$ cat src/rtl/stall_pkg.sv
// Shared definitions for the pipeline stall controller: state encoding,
// stall cause codes and the performance counter width.
package stall_pkg;

  typedef enum logic [1:0] {
    RUN = 2'd0,
    HAZ = 2'd1,
    MC  = 2'd2,
    MEM = 2'd3
  } stall_state_e;

  localparam logic [1:0] CAUSE_NONE = 2'b00;
  localparam logic [1:0] CAUSE_HAZ  = 2'b01;
  localparam logic [1:0] CAUSE_MC   = 2'b10;
  localparam logic [1:0] CAUSE_MEM  = 2'b11;

  localparam int STALL_CNT_W = 16;

  function automatic logic [1:0] cause_of(input stall_state_e st);
    logic [1:0] c;
    case (st)
      RUN:     c = CAUSE_NONE;
      HAZ:     c = CAUSE_HAZ;
      MC:      c = CAUSE_MC;
      MEM:     c = CAUSE_MEM;
      default: c = CAUSE_NONE;
    endcase
    return c;
  endfunction

endpackage

$ cat src/rtl/stall_perf_cnt.sv
// Saturating stalled-cycle counter with synchronous clear; clear beats
// increment, and the count sticks at all-ones instead of wrapping.
module stall_perf_cnt
  import stall_pkg::*;
(
  input  logic                   clk,
  input  logic                   rst,
  input  logic                   clr,
  input  logic                   inc,
  output logic [STALL_CNT_W-1:0] cnt
);

  localparam logic [STALL_CNT_W-1:0] CNT_MAX = {STALL_CNT_W{1'b1}};

  logic [STALL_CNT_W-1:0] cnt_r;

  // Counter register: async reset, sync clear, saturating increment.
  always_ff @(posedge clk or posedge rst) begin
    if (rst) begin
      cnt_r <= {STALL_CNT_W{1'b0}};
    end else if (clr) begin
      cnt_r <= {STALL_CNT_W{1'b0}};
    end else if (inc && (cnt_r != CNT_MAX)) begin
      cnt_r <= cnt_r + {{(STALL_CNT_W-1){1'b0}}, 1'b1};
    end else begin
      cnt_r <= cnt_r;
    end
  end

  assign cnt = cnt_r;

endmodule

$ cat src/rtl/stall_ctrl.sv
// Pipeline stall controller: merges load-use, multi-cycle and memory-wait
// stalls into one registered active-low enable for the stage clock gater.
module stall_ctrl
  import stall_pkg::*;
#(
  parameter int RF_AW   = 4,
  parameter int MC_CW   = 5,
  parameter int HAZ_CYC = 1,
  parameter int MEM_TO  = 15
) (
  input  logic                   clk_in,
  input  logic                   rst,
  input  logic [RF_AW-1:0]       dcd_rs1,
  input  logic [RF_AW-1:0]       dcd_rs2,
  input  logic [1:0]             dcd_rs_vld,
  input  logic                   exe_ld_vld,
  input  logic [RF_AW-1:0]       exe_ld_rd,
  input  logic                   mc_start,
  input  logic [MC_CW-1:0]       mc_cycles,
  input  logic                   mem_req,
  input  logic                   mem_rdy,
  input  logic                   perf_clr,
  output logic                   stallb_en,
  output logic [1:0]             stall_cause,
  output logic                   mem_to_err,
  output logic [STALL_CNT_W-1:0] stall_cnt
);

  // One shared counter serves all three stall kinds, so it must hold the
  // widest of the multi-cycle length and the memory timeout.
  localparam int MEM_W     = $clog2(MEM_TO + 1);
  localparam int CNT_W_RAW = (MC_CW > MEM_W) ? MC_CW : MEM_W;
  localparam int CNT_W     = (CNT_W_RAW < 2) ? 2 : CNT_W_RAW;

  localparam logic [CNT_W-1:0] CNT_ZERO = {CNT_W{1'b0}};
  localparam logic [CNT_W-1:0] CNT_ONE  = {{(CNT_W-1){1'b0}}, 1'b1};
  localparam logic [CNT_W-1:0] HAZ_LOAD = CNT_W'(HAZ_CYC - 1);
  localparam logic [CNT_W-1:0] MEM_LAST = CNT_W'(MEM_TO - 1);

  stall_state_e     state_r;
  stall_state_e     next_state_s;
  logic [CNT_W-1:0] cnt_r;
  logic [CNT_W-1:0] next_cnt_s;
  logic             hazard_s;
  logic             mem_wait_s;
  logic             mc_launch_s;
  logic             timeout_s;
  logic             stall_inc_s;
  logic             stallb_en_r;
  logic [1:0]       stall_cause_r;
  logic             mem_to_err_r;

  assign hazard_s = exe_ld_vld &
                    ((dcd_rs_vld[0] & (dcd_rs1 == exe_ld_rd)) |
                     (dcd_rs_vld[1] & (dcd_rs2 == exe_ld_rd)));

  assign mem_wait_s  = mem_req & ~mem_rdy;
  assign mc_launch_s = mc_start & (mc_cycles != {MC_CW{1'b0}});

  // Next-state and counter decode; memory wins over multi-cycle over hazard.
  always_comb begin
    next_state_s = state_r;
    next_cnt_s   = cnt_r;
    timeout_s    = 1'b0;
    case (state_r)
      RUN: begin
        if (mem_wait_s) begin
          next_state_s = MEM;
          next_cnt_s   = CNT_ZERO;
        end else if (mc_launch_s) begin
          next_state_s = MC;
          next_cnt_s   = CNT_W'(mc_cycles) - CNT_ONE;
        end else if (hazard_s) begin
          next_state_s = HAZ;
          next_cnt_s   = HAZ_LOAD;
        end else begin
          next_state_s = RUN;
          next_cnt_s   = CNT_ZERO;
        end
      end
      HAZ: begin
        if (mem_wait_s) begin
          next_state_s = MEM;
          next_cnt_s   = CNT_ZERO;
        end else if (cnt_r == CNT_ZERO) begin
          next_state_s = RUN;
          next_cnt_s   = CNT_ZERO;
        end else begin
          next_state_s = HAZ;
          next_cnt_s   = cnt_r - CNT_ONE;
        end
      end
      // A running mul/div cannot be interrupted; new requests are dropped.
      MC: begin
        if (cnt_r == CNT_ZERO) begin
          next_state_s = RUN;
          next_cnt_s   = CNT_ZERO;
        end else begin
          next_state_s = MC;
          next_cnt_s   = cnt_r - CNT_ONE;
        end
      end
      MEM: begin
        if (mem_rdy) begin
          next_state_s = RUN;
          next_cnt_s   = CNT_ZERO;
        end else if (cnt_r == MEM_LAST) begin
          next_state_s = RUN;
          next_cnt_s   = CNT_ZERO;
          timeout_s    = 1'b1;
        end else begin
          next_state_s = MEM;
          next_cnt_s   = cnt_r + CNT_ONE;
        end
      end
      default: begin
        next_state_s = RUN;
        next_cnt_s   = CNT_ZERO;
      end
    endcase
  end

  // FSM state, wait counter and registered outputs derived from next state.
  always_ff @(posedge clk_in or posedge rst) begin
    if (rst) begin
      state_r       <= RUN;
      cnt_r         <= CNT_ZERO;
      stallb_en_r   <= 1'b1;
      stall_cause_r <= CAUSE_NONE;
      mem_to_err_r  <= 1'b0;
    end else begin
      state_r       <= next_state_s;
      cnt_r         <= next_cnt_s;
      stallb_en_r   <= (next_state_s == RUN);
      stall_cause_r <= cause_of(next_state_s);
      mem_to_err_r  <= mem_to_err_r | timeout_s;
    end
  end

  assign stall_inc_s = (next_state_s != RUN);

  stall_perf_cnt u_perf_cnt (
    .clk (clk_in),
    .rst (rst),
    .clr (perf_clr),
    .inc (stall_inc_s),
    .cnt (stall_cnt)
  );

  assign stallb_en   = stallb_en_r;
  assign stall_cause = stall_cause_r;
  assign mem_to_err  = mem_to_err_r;

endmodule

$ cat config.mk
export PLATFORM = sky130hd
export DESIGN_NAME = stall_ctrl
export DESIGN_NICKNAME = d
export VERILOG_FILES = /design/src/rtl/stall_pkg.sv /design/src/rtl/stall_perf_cnt.sv /design/src/rtl/stall_ctrl.sv
export SDC_FILE = /design/constraint.sdc
export NUM_CORES = 1
export LEC_CHECK = 0
export CAP_MARGIN = 20
export CORE_MARGIN = 2
export CORE_UTILIZATION = 42
export DETAILED_ROUTE_END_ITERATION = 8
export MAX_ROUTING_LAYER = met4
export PLACE_DENSITY = 0.71
export SLEW_MARGIN = 20
export SYNTH_ARGS = -nofsm -noshare
export SYNTH_HDL_FRONTEND = slang
export SYNTH_SLANG_ARGS = --single-unit
export TNS_END_PERCENT = 10
$ cat constraint.sdc
create_clock -name clk_in -period 3.6 [get_ports clk_in]
set_input_delay 0.72 -clock clk_in [delete_from_list [all_inputs] [get_ports clk_in]]
set_output_delay 0.72 -clock clk_in [all_outputs]
set_load 0.01 [all_outputs]
==> flow_metrics.env, run 1 <==
export IMPL_ctsResizeCount=0
export IMPL_path_class="input port to flop"
export IMPL_crit_path_start_kind="input port"
export IMPL_slowest_stage="o41ai_2"
export IMPL_cts_buffer_depth=2
export IMPL_fillCellCount=344
export IMPL_clock_latency_ns=0.27
export IMPL_multi_input_area_sq_um=1020
export IMPL_drive_above_1_share_pct=5.49
export IMPL_routed_wl_mm=4.04
export IMPL_synthMuxAreaShare_pct=1.26
export IMPL_synth_nets=228
export IMPL_cts_sinks=27
export IMPL_setup_viol=0
export IMPL_core_sq_um=4060
export IMPL_track_usage_pct=17.5
export IMPL_portBuffers=45
export IMPL_synth_seq_area_share_pct=37.9
export IMPL_cts_buffers=3
export IMPL_postCtsSetupBuffers=0
export IMPL_maxCapViolations=0
export IMPL_max_freq_mhz=323
export IMPL_nets=270
export IMPL_p_leak_nw=0.904
export IMPL_crit_path_max_incr_delay_ns=0.56
export IMPL_cp_required_ns=3.79
export IMPL_synth_cell_type_count=54
export IMPL_cts_htree_levels=1
export IMPL_peakVddDrop_v=0.000213
export IMPL_cp_max_fo=26
export IMPL_postLayoutCoreUtil_pct=56.8
export IMPL_grt_pass1_wl_mm=6.92
export IMPL_synth_top_family_by_area="simple AND/OR/NAND/NOR gates"
export IMPL_min_period_ns=3.09
export IMPL_powerDensity_nw_per_um2=503
export IMPL_layoutNonFillerInstCount=287
export IMPL_synthSimpleGateAreaFrac_pct=25.5
export IMPL_synth_edf_count=0
export IMPL_synth_adder_area_share_pct=4.21
export IMPL_synth_area_sq_um=1780
export IMPL_synth_xor_area_share_pct=3.93
export IMPL_ys_flop_type="dfrtp_1"
export IMPL_drcViolationCount=0
export IMPL_die_h_um=69.2
export IMPL_slew_viol_final=0
export IMPL_rows=23
export IMPL_ff_latch_area_sq_um=677
export IMPL_grt_pass1_vias=1455
export IMPL_grt_antenna_before_repair=0
export IMPL_syn_instance_count=196
export IMPL_hold_path_class="flop to flop"
export IMPL_critical_path_arrival_ns=3.28
export IMPL_die_w_um=69.2
export IMPL_cts_tree="done"
export IMPL_start_util_pct=44.0
export IMPL_post_drt_via_cell_ratio=5.59
export IMPL_ant_nets=0
export IMPL_place_hpwl_mm=2.97
export IMPL_die_area_sq_um=4790
export IMPL_slew_headroom_pct=53.9
export IMPL_avgSynthCellArea_sq_um=9.10
export IMPL_synth_compound_gate_area_share_pct=22.2
export IMPL_clk_pin_slew_ns=0.09
export IMPL_endpoint_kind="flop"
export IMPL_worst_pin_slew_ns=0.691
export IMPL_wl_per_cell_um=14.1
export IMPL_path_cells="clkdlybuf4s50_1 -> inv_1 -> ha_1 -> inv_1 -> o41ai_2 -> and3_1 -> a211o_4 -> inv_4 -> or4_1 -> a21oi_1"
export IMPL_ys_ff_latch=27
export IMPL_drt_pass1_iterations=4
export IMPL_pin_count=46
export IMPL_cts_root_buf="clkbuf_8"
export IMPL_final_hold_viol_count=0
export IMPL_rsz0062_at_grt="false"
export IMPL_first_iter_violations=109
export IMPL_hold_buffers=0
export IMPL_dp_cells=283
export IMPL_crit_path_frequent_cell="inv_1"
export IMPL_n_antenna_cell=0
export IMPL_finClkSkew_ns=0.00320
export IMPL_ys_warnings_count=0
export IMPL_grt_max_degree=28
export IMPL_gr_total_overflow=0
export IMPL_routabilityCongestion=0.827
export IMPL_critPathBufInv=4
export IMPL_cp_top_family="compound AO/OA/AOI/OAI gates"
export IMPL_syn2layout_area_growth_pct=29.2
export IMPL_synth_async_reset_ratio_pct=100
export IMPL_vias=1604
export IMPL_status="completed"
export IMPL_tns_ns=0
export IMPL_fin_crit_sh_pct=85.9
-- worst reg2reg max path, cell delays in order (launching register included) --
cell	delay, ns
dfrtp_1	0.44
inv_1	0.10
ha_1	0.23
nor3b_1	0.16
and2_1	0.18
o311ai_1	0.47
a211o_4	0.21
inv_4	0.10
or4_1	0.51
a21oi_1	0.16
-- flip-flops by register name (all words and copies together), names as in the netlist --
signal          cells
u_perf_cnt.cnt     16
mem_to_err          1
cnt_r               5
state_r             2
stall_cause         2
stallb_en           1
-- report_power, final --
| group | internal (W) | switching [W] | leakage [nW] |
|---|---|---|---|
| registers | 0.000371 | 0.0000747 | 0.355 |
| clock network | 0.0000786 | 0.0000996 | 0.0217 |
| logic | 0.000244 | 0.000292 | 0.527 |
-- layout by cell type (no fill, tap or decap), drive strengths merged, types with 3 or more instances in the layout --
cell type / Yosys / final
o22ai: 4 / 4
dfrtp: 26 / 26
or4: 9 / 9
inv: 12 / 12
nor2: 13 / 13
nand2: 14 / 14
a21oi: 15 / 15
o21ai: 4 / 4
nor3: 5 / 5
and3: 5 / 5
nor4: 4 / 4
xnor2: 6 / 6
nor2b: 6 / 6
clkbuf: 5 / 3
o31ai: 8 / 8
a21o: 3 / 3
nand2b: 4 / 4
clkdlybuf4s50: 0 / 45
nand3: 8 / 8
ha: 6 / 6
-- per-stage QoR --
| stage | power (W) | instance area (sq um) | worst slack [ns] | hold slack (ns) |
|---|---|---|---|---|
| floorplan | 0.000835 | 1780 | 0.813 | 0.495 |
| global placement | 0.000982 | 2260 | 0.269 | 0.463 |
| detailed placement | 0.000989 | 2260 | 0.206 | 0.466 |
| CTS | 0.00117 | 2310 | 0.500 | 0.492 |
| global route | 0.00125 | 2310 | 0.368 | 0.512 |
| finish | 0.00116 | 2310 | 0.507 | 0.489 |
-- final timing paths --
check | start | slack [ns] | cells after the start | endpoint
min | mem_to_err | 0.49 | 1 | mem_to_err
max reg2reg | cnt_r[0] | 0.94 | 9 | u_perf_cnt.cnt[6]
min reg2reg | mem_to_err | 0.49 | 1 | mem_to_err
max | mc_cycles[0] | 0.51 | 10 | u_perf_cnt.cnt[6]
max in group asynchronous | rst | 2.41 | 2 | u_perf_cnt.cnt[8]
min in group asynchronous | rst | 0.82 | 2 | u_perf_cnt.cnt[3]
-- cell type report --
| type | instances | area share, % |
|---|---|---|
| multi-input combinational | 149 | 44.2 |
| sequential | 27 | 29.4 |
| timing repair buffer | 45 | 19.5 |
| tap | 50 | 2.71 |
| inverter | 12 | 2.06 |
| clock buffer | 3 | 1.79 |
| clock inverter | 1 | 0.326 |
-- synthesized netlist by cell type (all sizes together) (2+ instances only) --
| cell | instances | area (sq um) |
|---|---|---|
| o22ai | 4 | 25.0 |
| nand2 | 14 | 52.6 |
| or4 | 9 | 67.6 |
| nor3 | 5 | 25.0 |
| and3 | 5 | 31.3 |
| nor4 | 4 | 25.0 |
| nand2b | 4 | 25.0 |
| ha | 6 | 75.1 |
| clkbuf | 5 | 20.0 |
| nand3 | 8 | 40.0 |
| nand3b | 2 | 15.0 |
| o21ai | 4 | 20.0 |
| a21o | 3 | 22.5 |
| o221ai | 2 | 17.5 |
| a32oi | 2 | 36.3 |
| nor2b | 6 | 37.5 |
| or3 | 2 | 12.5 |
| nor2 | 13 | 48.8 |
| dfrtp | 26 | 651 |
| o31ai | 8 | 60.1 |
| buf | 3 | 20.0 |
| inv | 12 | 47.6 |
| mux2 | 2 | 22.5 |
| xor2 | 2 | 17.5 |
| o311ai | 2 | 17.5 |
| xnor2 | 6 | 52.6 |
| a21oi | 15 | 75.1 |
| a211oi | 2 | 15.0 |
-- logic make-up after synthesis --
logic type / after synthesis
simple gates: 81
compound gates: 52
fa+ha+maj: 6
buf+inv: 20
flops: 27
mux: 2
xor+xnor: 8
-- per-layer routing --
layer | global-route usage, % | share of wire, % | up-vias
met1 | 24.0 | 48 | 746
met2 | 27.1 | 47 | 35
met4 | 4.58 | 1.2 | 0
met5 | - | 0 | -
li1 | - | - | 817
met3 | 2.91 | 3.9 | 6
No activity file was read; power rests on OpenSTA's default activity.
==> inputs of run 2 (changes only) <==
--- a/config.mk
+++ b/config.mk
@@ -6,7 +6,6 @@
 export NUM_CORES = 1
 export LEC_CHECK = 0
 export CAP_MARGIN = 20
-export CORE_MARGIN = 2
 export CORE_UTILIZATION = 42
 export DETAILED_ROUTE_END_ITERATION = 8
 export MAX_ROUTING_LAYER = met4
==> run 2 against run 1 <==
Effect of this change:
- global-route usage rose by 2.0 points
- highest routed layer unchanged
- combinational power barely moved
- maximum frequency rose by 0.41%
- register-to-register slack improved by 0.05 ns
- design area rose by 0.49%
- worst hold slack improved by 0.012 ns
==> flow_metrics.env, run 2 (same netlist as run 1, synthesis figures left out) <==
export IMPL_pin_count=46
export IMPL_portBuffers=45
export IMPL_max_freq_mhz=325
export IMPL_largest_reg_flops=16
export IMPL_path_cells="clkdlybuf4s50_1 -> inv_1 -> ha_1 -> inv_1 -> o41ai_2 -> and3_1 -> a211o_4 -> inv_4 -> or4_1 -> o211a_1"
export IMPL_min_period_ns=3.08
export IMPL_post_drt_via_cell_ratio=5.72
export IMPL_use_met3_pct=2.20
export IMPL_nets=271
export IMPL_core_sq_um=4030
export IMPL_n_antenna_cell=0
export IMPL_grt_antenna_before_repair=0
export IMPL_peakVddDrop_v=0.000281
export IMPL_fin_crit_sh_pct=85.6
export IMPL_clock_latency_ns=0.27
export IMPL_endpoint_kind="flop"
export IMPL_path_depth=10
export IMPL_status="completed"
export IMPL_slowest_stage="o41ai_2"
export IMPL_placed_area_sq_um=2270
export IMPL_layout_commonest_cell="clkdlybuf4s50_1"
export IMPL_cts_root_buf="clkbuf_8"
export IMPL_reg2regPathDepth=9
export IMPL_setup_slack_ns=0.519
export IMPL_setup_viol=0
export IMPL_powerDensity_nw_per_um2=498
export IMPL_drcViolationCount=0
export IMPL_rows=23
export IMPL_cts_tree="done"
export IMPL_finClkSkew_ns=0.00285
export IMPL_fillCellCount=364
export IMPL_track_usage_pct=19.5
export IMPL_postCtsSetupBuffers=0
export IMPL_hold_path_class="flop to flop"
export IMPL_power_w=0.00115
export IMPL_tns_ns=0
export IMPL_drt_pass1_iterations=4
export IMPL_slew_viol_final=0
export IMPL_die_area_sq_um=4510
export IMPL_critical_path_arrival_ns=3.25
export IMPL_drive_above_1_share_pct=5.04
export IMPL_crit_path_frequent_cell="inv_1"
export IMPL_cts_htree_levels=1
export IMPL_path_class="input port to flop"
export IMPL_p_leak_nw=0.914
export IMPL_syn2layout_area_growth_pct=29.9
export IMPL_wl_per_cell_um=14.1
export IMPL_critPathBufInv=4
export IMPL_layout_common_cells="clkdlybuf4s50_1 (45), dfrtp_1 (26), a21oi_1 (15)"
export IMPL_final_hold_viol_count=0
export IMPL_place_hpwl_mm=3.06
export IMPL_gr_usage_met2_pct=31.3
export IMPL_postLayoutCoreUtil_pct=57.5
export IMPL_maxCapViolations=0
export IMPL_cp_max_fo=26
export IMPL_vias=1646
export IMPL_crit_path_max_incr_delay_ns=0.54
export IMPL_rsz0062_at_grt="false"
export IMPL_crit_path_start_kind="input port"
export IMPL_ant_nets=0
export IMPL_busiest_layer="met2"
export IMPL_stdcell_area_sq_um=2320
export IMPL_clk_pin_slew_ns=0.09
export IMPL_grt_pass1_vias=1415
export IMPL_first_iter_violations=64
export IMPL_worst_pin_slew_ns=0.686
export IMPL_cts_buffers=3
export IMPL_cts_buffer_depth=2
export IMPL_cts_sinks=27
export IMPL_place_ws_ns=0.240
export IMPL_die_w_um=67.2
export IMPL_hold_buffers=0
export IMPL_grt_pass1_wl_mm=6.51
export IMPL_start_util_pct=44.3
export IMPL_worstHoldPathCells=1
export IMPL_cp_required_ns=3.77
export IMPL_gr_usage_met1_pct=26.0
export IMPL_cp_top_family="compound AO/OA/AOI/OAI gates"
export IMPL_die_h_um=67.2
export IMPL_routabilityCongestion=0.778
export IMPL_routed_wl_mm=4.05
export IMPL_gr_total_overflow=0
export IMPL_slew_headroom_pct=54.1
export IMPL_ctsResizeCount=0
export IMPL_grt_max_degree=27
-- run 2: cell types whose count changed in the layout (fill, tap and decap cells not counted) --
cell,change
buf_8,+1
clkbuf_1,+1
clkinvlp_4,-1
inv_1,+1
inv_2,-1
-- run 2: area by class of cell --
class	instances	area (sq um)	area share (%)
tap	50	62.6	2.70
timing repair buffer	46	465	20.1
inverter	12	47.5	2.05
clock buffer	4	45.0	1.94
sequential	27	677	29.2
multi-input combinational	149	1020	44.0
-- run 2: per-stage QoR --
| step | instances | hold WS [ns] |
|---|---|---|
| after global placement | 283 | 0.473 |
| final | 288 | 0.501 |
| after CTS | 288 | 0.504 |
| after floorplan | 196 | 0.495 |
| after detailed placement | 284 | 0.479 |
| after global routing | 288 | 0.517 |
-- run 2: worst paths after layout --
kind / slack, ns / endpoint / startpoint
max: 0.52 / u_perf_cnt.cnt[13] / mc_cycles[0]
min: 0.50 / mem_to_err / mem_to_err
max reg2reg: 0.99 / u_perf_cnt.cnt[13] / cnt_r[0]
min reg2reg: 0.50 / mem_to_err / mem_to_err
max in group asynchronous: 2.32 / u_perf_cnt.cnt[7] / rst
min in group asynchronous: 0.79 / u_perf_cnt.cnt[4] / rst
-- run 2: layer usage --
metal / share of wire (%) / vias to the layer above
met5: 0 / -
met4: 1.1 / 0
met3: 3.5 / 6
met2: 46 / 42
met1: 49 / 783
li1: - / 815
-- run 2: power breakdown --
| part | internal [W] | switching (W) |
|---|---|---|
| Sequential | 0.000371 | 0.0000718 |
| Clock | 0.0000792 | 0.0000938 |
| Combinational | 0.000246 | 0.000292 |
